File: src/rtl/inst_queue.sv
// Fetch-to-dispatch instruction FIFO; an entry reaches issue one cycle after enqueue.
// Backpressure: dispatch ready pops the head, and stall holds the PC once SLACK slots remain.
module inst_queue #(
  parameter int DEPTH = 16,
  parameter int SLACK = 2
) (
  input  logic                     clk,
  input  logic                     rst,
  input  logic                     flush,
  input  logic                     fetch_valid,
  input  logic [31:0]              fetch_pc,
  input  logic [31:0]              fetch_inst,
  input  logic                     fetch_pred_taken,
  output logic                     stall,
  output logic                     issue_valid,
  input  logic                     issue_ready,
  output logic [31:0]              issue_pc,
  output logic [31:0]              issue_inst,
  output logic                     issue_pred_taken,
  output logic [$clog2(DEPTH):0]   count,
  output logic                     overflow
);

  localparam int AW = $clog2(DEPTH);
  localparam int CW = AW + 1;
  localparam logic [CW-1:0] FULL_CNT  = CW'(DEPTH);
  localparam logic [CW-1:0] STALL_CNT = CW'(DEPTH - SLACK);

  typedef struct packed {
    logic [31:0] pc;
    logic [31:0] inst;
    logic        pred_taken;
  } entry_t;

  entry_t        mem [DEPTH];
  logic [AW-1:0] head;
  logic [AW-1:0] tail;
  logic          full;
  logic          deq;
  logic          enq;
  logic          drop;
  entry_t        head_entry;

  assign full        = (count == FULL_CNT);
  assign issue_valid = (count != '0);
  assign deq         = issue_valid & issue_ready & ~flush;
  // A full queue can still take a fetch when the head leaves in the same cycle.
  assign enq         = fetch_valid & ~flush & (~full | deq);
  assign drop        = fetch_valid & ~flush & full & ~deq;

  // Decoded from registered occupancy only, so the PC register sees no input-to-output path.
  assign stall = (count >= STALL_CNT);

  assign head_entry       = mem[head];
  assign issue_pc         = head_entry.pc;
  assign issue_inst       = head_entry.inst;
  assign issue_pred_taken = head_entry.pred_taken;

  always_ff @(posedge clk) begin
    if (!rst) begin
      head     <= '0;
      tail     <= '0;
      count    <= '0;
      overflow <= 1'b0;
    end else if (flush) begin
      head  <= '0;
      tail  <= '0;
      count <= '0;
    end else begin
      if (enq) tail <= tail + 1'b1;
      if (deq) head <= head + 1'b1;
      count <= count + CW'(enq) - CW'(deq);
      if (drop) overflow <= 1'b1;
    end
  end

  always_ff @(posedge clk) begin
    if (rst && enq) begin
      mem[tail] <= '{pc: fetch_pc, inst: fetch_inst, pred_taken: fetch_pred_taken};
    end
  end

endmodule

File: config.mk
export PLATFORM = sky130hd
export DESIGN_NAME = inst_queue
export DESIGN_NICKNAME = d
export VERILOG_FILES = /design/src/rtl/inst_queue.sv
export SDC_FILE = /design/constraint.sdc
export NUM_CORES = 1
export LEC_CHECK = 0
export ABC_CLOCK_PERIOD_IN_PS = 5650
export CAP_MARGIN = 20
export CORE_MARGIN = 10
export CORE_UTILIZATION = 25
export CTS_BUF_LIST = sky130_fd_sc_hd__clkbuf_16
export CTS_CLUSTER_DIAMETER = 100
export CTS_CLUSTER_SIZE = 10
export DETAILED_ROUTE_END_ITERATION = 10
export DONT_BUFFER_PORTS = 1
export PLACE_DENSITY = 0.43
export REMOVE_ABC_BUFFERS = 1
export SLEW_MARGIN = 20
export SYNTH_ARGS = -nofsm -noshare
export SYNTH_HDL_FRONTEND = slang
export SYNTH_SLANG_ARGS = --single-unit
File: constraint.sdc
create_clock -name clk -period 5.65 [get_ports clk]
set_clock_uncertainty 0.05 [all_clocks]
set_input_delay 0.8475 -clock clk [delete_from_list [all_inputs] [get_ports clk]]
set_output_delay 0.8475 -clock clk [all_outputs]
set_load 0.01 [all_outputs]
# == Word-level counts from Yosys, hierarchy flattened ==
# Memories as Yosys holds them, arrays and structs flattened. A register that Yosys moved wholly into a read port is not among the register bits.
# Index checks and enable logic that the tools add are counted.
# word_totals
register_bits,14
ramBits,1040
n_memories,1
# memory_table
memory,words,word_bits,rd,rd_ports_with_merged_regs,write_ports,line,rtl
mem,16,65,1,1,1,35,entry_t mem [DEPTH];
# op_classes
addsub,4
magnitude_cmp,1
eq_ne,1
mux,4
bitwise,11
n_reduce_logical,4
# ops
operator,count
4-bit by 1-bit adder with 4-bit output (second input constant),2
4-bit 2-to-1 mux,2
1-bit AND,6
5-bit by 1-bit adder with 5-bit output,1
5-bit equality test (second input constant),1
5-bit by 4-bit >= comparator with 1-bit output (second input constant),1
5-bit nonzero test,1
5-bit by 1-bit subtractor with 5-bit output,1
1-bit NOT,4
1-bit 2-to-1 mux,2
2-bit AND reduction,1
2-bit OR reduction,1
1-bit logical AND,1
1-bit OR,1

# == Logic depth before layout (Yosys ltp) ==
# Gate-level depths: netlist (run 1).
# logic_depth
ltp_word,8
mapped_depth,13
depth_no_buf,13

# == Worst setup path before layout (run 1) ==
# Ideal clock, no wire load.
# synth_timing
kind,in2reg
from,in flush
to,"mem mem[12][0] (netlist name), enable pin"
setup_ns,0.489
arrival_time_ns,4.314
required_time_ns,5.111
setup_slack_ns,0.796
path_stages,5
n_path_buf,2
cell_sequence,nand2b_4 -> buf_6 -> a311o_1 -> buf_6 -> nor2_1
# synth_via
elab_chain_cells,7
# synth_lines
item,line,rtl
start: declaration,9,"input logic flush,"
1-bit NOT (no source line) *,-,
1-bit AND,46,assign deq = issue_valid & issue_ready & ~flush;
1-bit OR,48,assign enq = fetch_valid & ~flush & (~full | deq);
1-bit AND *,48,
1-bit logical AND *,78,if (rst && enq) begin
1-bit 2-to-1 mux *,78,
1-bit 2-to-1 mux (implied by the code) *,79,"mem[tail] <= '{pc: fetch_pc, inst: fetch_inst, pred_taken: fetch_pred_taken};"
end: declaration,35,
# Every way passes the cells marked *; elsewhere a longest branch is shown, timed or not.

==> results of run 1 <==
how the worst max path moves through the flow:
stage | startpoint | cells past startpoint | slack, ns | end
final | flip-flop | 4 | 1.65 | issue_pc[5]
after global placement | flush | 5 | 1.93 | mem[8][11]$_DFFE_PP_
after global routing | flip-flop | 4 | 1.39 | issue_pc[5]
after floorplan | flip-flop | 3 | -6.99 | issue_inst[0]
after detailed placement | flush | 5 | 1.99 | mem[8][42]$_DFFE_PP_
after CTS | flip-flop | 4 | 1.48 | issue_pc[5]
area by class of cell:
class	instances	area share (%)
Clock inverter	22	0.382
Timing Repair Buffer	47	1.34
Inverter	13	0.106
Tap cell	2072	5.66
Sequential cell	1058	68.9
Clock buffer	118	6.44
Antenna cell	2	0.0109
Multi-Input combinational cell	553	17.1
flip-flops by register name, summed over array words and instances (netlist names), named ones only:
signal / flops
head: 4
overflow: 1
tail: 4
count: 5
mem: 1040
power breakdown:
part           switching [W]  total, W  internal [W]  leakage (nW)
registers          0.0000112   0.00865       0.00864          9.50
clock network        0.00290   0.00657       0.00367          1.59
logic               0.000120  0.000210     0.0000896          2.32
total                0.00303    0.0154        0.0124          13.4
cells in the final DEF (no fill, tap or decap), types with 2 or more instances in the layout:
cell | synthesis | final
inv_6 | 0 | 2
dfxtp_4 | 0 | 2
clkbuf_16 | 0 | 118
diode_2 | 0 | 2
nor2b_4 | 0 | 2
buf_4 | 0 | 26
buf_12 | 0 | 21
ha_1 | 13 | 13
clkinv_16 | 0 | 2
a21oi_1 | 5 | 5
o21a_1 | 2 | 2
mux4_2 | 260 | 260
nor3b_1 | 2 | 2
nand2_1 | 73 | 73
dfxtp_1 | 18 | 16
o21ai_0 | 3 | 3
nand2b_1 | 3 | 3
inv_1 | 13 | 28
edfxtp_1 | 1040 | 1040
nor2_1 | 31 | 14
nand3_1 | 6 | 6
xnor2_1 | 5 | 5
nor3_1 | 3 | 3
a22oi_1 | 130 | 130
nor2_4 | 0 | 17
critical path, cell delays in order, from the launching register on:
cell	delay [ns]
dfxtp_4	0.68
buf_12	0.47
mux4_2	0.59
a22oi_1	0.25
nand2_1	0.30
routing by layer:
layer	global-route usage [%]	part of all wire (%)	vias up	routed length (µm)
met5	0	0	-	0
met4	3.15	1.9	0	1940
met3	3.03	5.7	130	5940
met2	20.1	51	355	52700
met1	14.6	42	9759	43400
li1	-	-	7390	-
cells by family after synthesis:
group / Yosys count / synth area share (%)
flip-flops: 1058 / 79.5
adder cells (fa/ha/maj): 14 / 0.460
buffers and inverters: 102 / 1.12
AO/OA/AOI/OAI: 145 / 2.69
AND/OR/NAND/NOR: 127 / 1.35
multiplexers: 261 / 14.8
XOR/XNOR: 6 / 0.132
through the flow:
| step | setup TNS, ns | std cells | hold slack, ns | setup WS [ns] |
|---|---|---|---|---|
| detailed placement | 0 | 3743 | 0.485 | 1.99 |
| global placement | 0 | 3743 | 0.483 | 1.93 |
| floorplan | -454.28 | 1624 | 0.435 | -6.99 |
| CTS | 0 | 3883 | 0.0927 | 1.48 |
| finish | 0 | 3885 | 0.161 | 1.65 |
| global route | 0 | 3883 | 0.108 | 1.39 |
cells in the mapped netlist:
cell type     n
buf_1        14
inv_1        13
nand2b_1      3
nor3b_1       2
o21ai_0       3
mux2i_1       1
a311o_1       1
a22oi_1     130
ha_1         13
dfxtp_1      18
and2_1        1
nand3b_1      1
nand2b_4      1
a21oi_1       5
xnor2_1       5
nand3_1       6
nor2_1       31
nor3_1        3
nor4b_1       1
nand2_1      73
a211oi_1      1
buf_6         3
or3_2         1
a31o_2        1
buf_2        31
nor2b_1       3
clkbuf_1     41
a21o_1        1
o21a_1        2
a31oi_1       1
edfxtp_1   1040
xor2_1        1
mux4_2      260
fa_1          1
or3_1         1
==> flow_summary.json, run 1 <==
{
  "cts.reportedPaths.clkPinSlew_ns": 0.06,
  "wire_per_inst_um": 26.8,
  "ys_ff_latch": 1058,
  "cts-root-buf": "clkbuf_16",
  "insertion_delay_ns": 0.73,
  "ctsLongestPathBuffers": 3,
  "cts_tree": "built",
  "cp_max_fo": 58,
  "fillers": 15300,
  "grtUsageTotal_pct": 11.7,
  "grt_overflow_total": 0,
  "ys_types": 35,
  "total_power_w": 0.0154,
  "slew_headroom_pct": 30.0,
  "drive_gt1_share_pct": 25.2,
  "cap_viol_max_count": 0,
  "rsz0062_at_grt": "no",
  "min_from": "fetch_pc[24]",
  "first_pass_iters": 5,
  "yosysWarningCount": 0,
  "ant_nets": 0,
  "worstMarginPinSlew_ns": 1.05,
  "reg2reg_to": "mem[8][11]$_DFFE_PP_",
  "yosysSeqAreaShare_pct": 79.5,
  "cts_resized": 0,
  "syn_to_final_growth_pct": 15.3,
  "hold_depth": 0,
  "portBuffers": 0,
  "nets": 1873,
  "syn_inst": 1713,
  "final_area_um2": 45800,
  "grt_pass1_wl_um": 148000,
  "finalCritPeriodShare_pct": 70.7,
  "min_to": "mem[10][57]$_DFFE_PP_",
  "synthTopCellsByArea": "edfxtp_1 79%, mux4_2 15%, a22oi_1 2.5%",
  "drv_slew": 0,
  "cp-start-kind": "flip-flop",
  "cts_htree_levels": 3,
  "critPathCaptureType": "output port",
  "synth_top_area_share_pct": 78.6,
  "syn_area_um2": 39700,
  "hold_violations": 0,
  "peakVddDrop_uv": 255,
  "worstPathRequired_ns": 4.75,
  "cellLeakagePower_nw": 13.4,
  "syn_area_per_cell_um2": 23.2,
  "place_area_um2": 42700,
  "fp.dieArea_um2": 175000,
  "utilization_pct": 29.0,
  "synth_top_area_cell": "edfxtp_1",
  "numCtsBuffers": 116,
  "register_area_um2": 31600,
  "die_x_um": 419,
  "antenna_found_initial": 0,
  "cts_hold_buf": 0,
  "core_um2": 158000,
  "multi_input_area_um2": 7860,
  "crit_arrival_ns": 3.10,
  "drt-initial-drc-count": 1302,
  "grt_start_max_net_pins": 89,
  "rrSetupSlack_ns": 2.17,
  "routed_wl_um": 104000,
  "max_clock_freq_mhz": 250,
  "post-route-drc-count": 0,
  "r2r_cells": 7,
  "die_y_um": 419,
  "hp-class": "in2reg",
  "period_needed_ns": 4.00,
  "status": "finished, final reports clean",
  "pin_count": 143,
  "cts_setup_buffers": 0,
  "rows": 146,
  "gp_congestion": 0.669,
  "start_util_pct": 25.1,
  "cts.sink_count": 1058,
  "finalSetupViolCount": 0,
  "drt-vias-per-instance": 4.54,
  "vias": 17600,
  "post-dp-hpwl_um": 55100,
  "critPathKind": "reg2out",
  "grt_pass1_vias": 19500,
  "power_density_nw_per_um2": 337,
  "r2r_start": "count[2]$_SDFF_PP0_"
}
Note: power is estimated with default switching activity, not from simulation.
==> run 2, diff against run 1 <==
- ABC_CLOCK_PERIOD_IN_PS: 5650 -> 4000
- clock period: 5.65 -> 4 ns (I/O delays scaled with it)
==> flow_summary.json, run 2 (synthesis gave the netlist of run 1 again) <==
{
  "status": "finished, final reports clean",
  "fp.dieArea_um2": 175000,
  "fillers": 15200,
  "drv_slew": 0,
  "whs_ns": 0.184,
  "slew_headroom_pct": 33.3,
  "cts.reportedPaths.clkPinSlew_ns": 0.07,
  "grt_overflow_total": 0,
  "nets": 1955,
  "power_density_nw_per_um2": 469,
  "core_um2": 158000,
  "pin_count": 143,
  "post-dp-hpwl_um": 51900,
  "cp-start-kind": "flip-flop",
  "vias": 17900,
  "peakVddDrop_uv": 355,
  "hp-class": "in2reg",
  "worst_slack_ns": 0.475,
  "reg.largest.list": "mem (1040), count (5)",
  "post-place-ws_ns": 0.827,
  "cellLeakagePower_nw": 13.8,
  "post-route-drc-count": 0,
  "cts-root-buf": "clkbuf_16",
  "cts.sink_count": 1058,
  "hold_violations": 0,
  "cts_htree_levels": 3,
  "r2r_cells": 13,
  "wire_per_inst_um": 26.2,
  "cp_max_fo": 84,
  "die_y_um": 419,
  "rrSetupSlack_ns": 0.81,
  "multi_input_area_um2": 7860,
  "first_pass_iters": 5,
  "cts_tree": "built",
  "cap_viol_max_count": 0,
  "top_register": "mem",
  "critPathCaptureType": "output port",
  "ant_nets": 0,
  "antenna_found_initial": 15,
  "grt_start_max_net_pins": 85,
  "period_needed_ns": 3.53,
  "rows": 146,
  "max_clock_freq_mhz": 284,
  "rsz0062_at_grt": "no",
  "grt_pass1_vias": 19600,
  "register_area_um2": 31600,
  "crit_arrival_ns": 2.88,
  "portBuffers": 0,
  "drive_gt1_share_pct": 25.0,
  "drt-vias-per-instance": 4.52,
  "cts_resized": 0,
  "critPathKind": "reg2out",
  "grtUsageTotal_pct": 11.8,
  "routed_wl_um": 104000,
  "worstPathRequired_ns": 3.35,
  "finalCritPeriodShare_pct": 88.1,
  "start_util_pct": 25.1,
  "worstMarginPinSlew_ns": 1.00,
  "ctsLongestPathBuffers": 3,
  "hold_depth": 3,
  "total_power_w": 0.0220,
  "r2r_start": "count[2]$_SDFF_PP0_",
  "mostFrequentLayoutCell": "edfxtp_1",
  "syn_to_final_growth_pct": 18.3,
  "drt-initial-drc-count": 1293,
  "largest_register_ffs": 1040,
  "numCtsBuffers": 117,
  "finalSetupViolCount": 0,
  "grt_pass1_wl_um": 149000,
  "insertion_delay_ns": 0.72,
  "min_from": "issue_ready",
  "reg2reg_to": "count[4]$_SDFF_PP0_",
  "final_cell_mix": "1040 x edfxtp_1, 260 x mux4_2, 130 x a22oi_1, 119 x clkbuf_16, 73 x nand2_1",
  "gp_congestion": 0.696,
  "die_x_um": 419
}
[run 2: cell count changes in the layout (fill, tap and decap cells not counted), sizes merged]
cell and change:
diode +1, dlygate4sd3 +66, buf +15, inv -5
clkbuf +1, clkinv +1, bufinv +1
[run 2: how the worst max path moves through the flow]
| stage | cells after the start | end | start | slack, ns |
|---|---|---|---|---|
| 6_report | 4 | issue_pc[3] | flip-flop | 0.47 |
| 4_1_cts | 5 | issue_pc[22] | flip-flop | 0.31 |
| 5_1_grt | 4 | issue_inst[28] | flip-flop | 0.19 |
| 3_3_place_gp | 13 | count[4]$_SDFF_PP0_ | count[2]$_SDFF_PP0_ | 0.80 |
| 2_1_floorplan | 3 | issue_inst[0] | flip-flop | -8.39 |
| 3_5_place_dp | 13 | count[4]$_SDFF_PP0_ | count[2]$_SDFF_PP0_ | 0.83 |
[run 2: metrics by stage]
| step | cell area [µm²] | utilization [%] | cells | setup TNS [ns] |
|---|---|---|---|---|
| global placement | 43200 | 27.3 | 3758 | 0 |
| finish | 47000 | 29.7 | 3965 | 0 |
| detailed placement | 43200 | 27.3 | 3758 | 0 |
| CTS | 47000 | 29.7 | 3962 | 0 |
| floorplan | 39300 | - | 1624 | -1055.33 |
| global route | 47000 | 29.7 | 3962 | 0 |
[run 2: final cells by class]
class                   count  share of cell area, %
well taps                2072                   5.52
diodes                      3                 0.0160
clock buffers             119                   6.34
clock inverters            19                  0.333
repair buffers            128                   3.75
flip-flops and latches   1058                   67.2
multi-input cells         553                   16.7
inverters                  13                  0.104
[run 2: worst max-delay path: stages (launching register included)]
cell,delay [ns]
dfxtp_4,0.63
buf_12,0.45
mux4_2,0.41
a22oi_1,0.26
nand2_1,0.23
[run 2: what timing repair did]
action                    4_1_cts  5_1_grt
setup buffers                   0        0
hold buffers                   66        0
hold endpoints to repair     1041        0
[run 2: routing by layer]
metal	vias to the layer above	share of wire [%]	routed length, µm	global-route usage, %
met3	115	4.3	4460	2.48
met4	20	1.7	1750	3.05
met1	9893	44	46100	15.5
met5	-	0.12	128	0
li1	7565	-	-	-
met2	343	50	51500	19.7
[run 2: power breakdown]
part	switching [W]	internal [W]	leakage, nW
sequential	0.0000143	0.0122	9.50
clock	0.00406	0.00527	1.58
combinational	0.000311	0.000178	2.76
==> run 3, diff against run 2 <==
--- a/config.mk
+++ b/config.mk
@@ -15,5 +15,4 @@
 export DETAILED_ROUTE_END_ITERATION = 10
 export DONT_BUFFER_PORTS = 1
-export PLACE_DENSITY = 0.43
 export REMOVE_ABC_BUFFERS = 1
 export SLEW_MARGIN = 20
==> constraint.sdc (replaced) <==
create_clock -name clk -period 4 [get_ports clk]
set_clock_uncertainty 0.05 [all_clocks]
set_input_delay 0.8 -clock clk [delete_from_list [all_inputs] [get_ports clk]]
set_output_delay 0.8 -clock clk [all_outputs]
set_load 0.05 [all_outputs]
==> flow_summary.json, run 3 (synthesis gave the netlist of run 1 again) <==
{
  "status": "finished, final reports clean",
  "period_needed_ns": 3.81,
  "utilization_pct": 29.4,
  "r2r_cells": 12,
  "cp_max_fo": 34,
  "wl_met1_um": 38200,
  "tns_ns": 0,
  "cpPeakStageDelay_ns": 0.51,
  "rows": 146,
  "top_layer_used": "met4",
  "grt_overflow_total": 0,
  "register_area_um2": 31600,
  "drt-vias-per-instance": 4.59,
  "vias": 18100,
  "pin_count": 143,
  "fp.dieArea_um2": 175000,
  "ant_nets": 0,
  "hold_violations": 0,
  "critPathCaptureType": "output port",
  "drt-initial-drc-count": 1638,
  "cts.reportedPaths.clkPinSlew_ns": 0.06,
  "p_sw_share_pct": 20.0,
  "first_pass_iters": 5,
  "cp-start-kind": "flip-flop",
  "largest_register_ffs": 1040,
  "mostFrequentLayoutCell": "edfxtp_1",
  "dr_wl_met2_um": 50700,
  "crit_arrival_ns": 2.96,
  "portBuffers": 0,
  "cp_slowest_cell": "mux4_2",
  "diodes": 0,
  "wire_per_inst_um": 24.7,
  "cp.depth": 5,
  "die_y_um": 419,
  "power_density_nw_per_um2": 475,
  "core_um2": 158000,
  "numCtsBuffers": 118,
  "rrSetupSlack_ns": 0.64,
  "drive_gt1_share_pct": 27.1,
  "cp_top_family": "buffers and inverters",
  "finalSetupViolCount": 0,
  "drv_slew": 0,
  "reg2reg_to": "count[4]$_SDFF_PP0_",
  "syn_to_final_growth_pct": 17.1,
  "ctsLongestPathBuffers": 3,
  "grt_start_max_net_pins": 80,
  "grtUsageTotal_pct": 10.9,
  "critPathKind": "reg2out",
  "grt_pass1_wl_um": 139000,
  "start_util_pct": 25.1,
  "post-route-drc-count": 0,
  "hold_depth": 0,
  "hp-class": "in2reg",
  "dr_wl_met3_um": 6420,
  "worstPathRequired_ns": 3.15,
  "die_x_um": 419,
  "power.switching_w": 0.00442,
  "multi_input_area_um2": 7870,
  "slew_headroom_pct": 35.3,
  "fillers": 15100,
  "clock_power_share_pct": 42.8,
  "insertion_delay_ns": 0.73,
  "top_register": "mem",
  "reg.largest.list": "mem (1040), count (5)",
  "gp_congestion": 0.708,
  "cap_viol_max_count": 0,
  "cellLeakagePower_nw": 13.8,
  "power_frac_comb_pct": 1.9,
  "antenna_found_initial": 0,
  "max_clock_freq_mhz": 262,
  "rsz0062_at_grt": "no",
  "cts_tree": "built",
  "r2r_start": "count[2]$_SDFF_PP0_",
  "routed_wl_um": 97400,
  "grt_pass1_vias": 19600,
  "internal_power_w": 0.0177,
  "cts_hold_buf": 0,
  "nets": 1914,
  "cts.sink_count": 1058,
  "crit_end": "issue_inst[8]",
  "crit_chain": "buf_12, buf_4, mux4_2, a22oi_1, nand2_1",
  "cts_setup_buffers": 0,
  "peakVddDrop_uv": 358,
  "cts-root-buf": "clkbuf_16",
  "crit_buf_inv": 2,
  "final_cell_mix": "1040 x edfxtp_1, 260 x mux4_2, 130 x a22oi_1, 120 x clkbuf_16, 67 x nand2_1",
  "power.share.sequential_pct": 55.3,
  "post-dp-hpwl_um": 47400,
  "worstMarginPinSlew_ns": 0.957,
  "finalCritPeriodShare_pct": 95.3,
  "cts_htree_levels": 3
}
-- run 3: changes by cell type in the layout (fill, tap and decap cells not counted), sizes merged --
| cell | delta |
|---|---|
| inv | +24 |
| diode | -3 |
| buf | +24 |
| dlygate4sd3 | -66 |
| clkinv | +1 |
| clkbuf | +1 |
| bufinv | -1 |
-- run 3: area by class of cell --
type                            instances  area share [%]
Tap cell                             2072            5.57
Clock inverter                         43           0.640
Inverter                               13           0.105
Sequential cell                      1058            67.9
Clock buffer                          120            6.45
Multi-Input combinational cell        553            16.9
Timing Repair Buffer                   86            2.40
-- run 3: metal layers --
metal,global-route usage [%],vias up
li1,-,7490
met1,13.3,9925
met2,19.2,570
met3,2.49,124
met4,3.40,0
met5,0,-
-- run 3: power by group through the flow --
stage               clock network (W)  registers (W)  logic [W]
detailed placement                  0         0.0124   0.000420
CTS                           0.00975         0.0122   0.000422
global route                   0.0102         0.0122   0.000440
finish                        0.00946         0.0122   0.000413
global placement                    0         0.0124   0.000416
floorplan                           0         0.0125   0.000325
-- run 3: worst min path at each step --
stage | start | endpoint
2_1_floorplan | head[1]$_SDFFE_PP0N_ | flip-flop
6_report | fetch_inst[19] | mem[10][20]$_DFFE_PP_
4_1_cts | fetch_inst[19] | mem[7][20]$_DFFE_PP_
5_1_grt | fetch_inst[21] | mem[8][22]$_DFFE_PP_
3_5_place_dp | head[1]$_SDFFE_PP0N_ | flip-flop
3_3_place_gp | tail[3]$_SDFFE_PP0P_ | tail[3]$_SDFFE_PP0P_
-- run 3: metrics by stage --
stage | hold slack (ns) | total power, W | instances | setup WS [ns] | area, µm²
final | 0.114 | 0.0221 | 3945 | 0.186 | 46500
after global routing | 0.0569 | 0.0228 | 3945 | 0.0172 | 46500
after detailed placement | 0.489 | 0.0129 | 3782 | 0.605 | 43200
after CTS | 0.0247 | 0.0224 | 3945 | 0.0230 | 46500
after global placement | 0.489 | 0.0129 | 3782 | 0.731 | 43200
after floorplan | 0.435 | 0.0128 | 1624 | -8.85 | 39300
-- run 3: repair_timing --
action | 4_1_cts | 5_1_grt
endpoints found under the hold margin | 0 | 0
cloned | 0 | 0
resized for setup | 5 | 3
endpoints found under the setup margin | 7 | 4
-- run 3: worst reg2reg max path, cell delays in order, from the launching register on --
cell and delay, ns:
dfxtp_1 0.32, inv_1 0.09, ha_1 0.17, nor4b_1 0.78
nor2_1 0.22, o21ai_0 0.27, ha_1 0.23, inv_1 0.07
fa_1 0.44, nand2b_1 0.17, a21oi_1 0.22, o21a_1 0.15
nor3_1 0.05
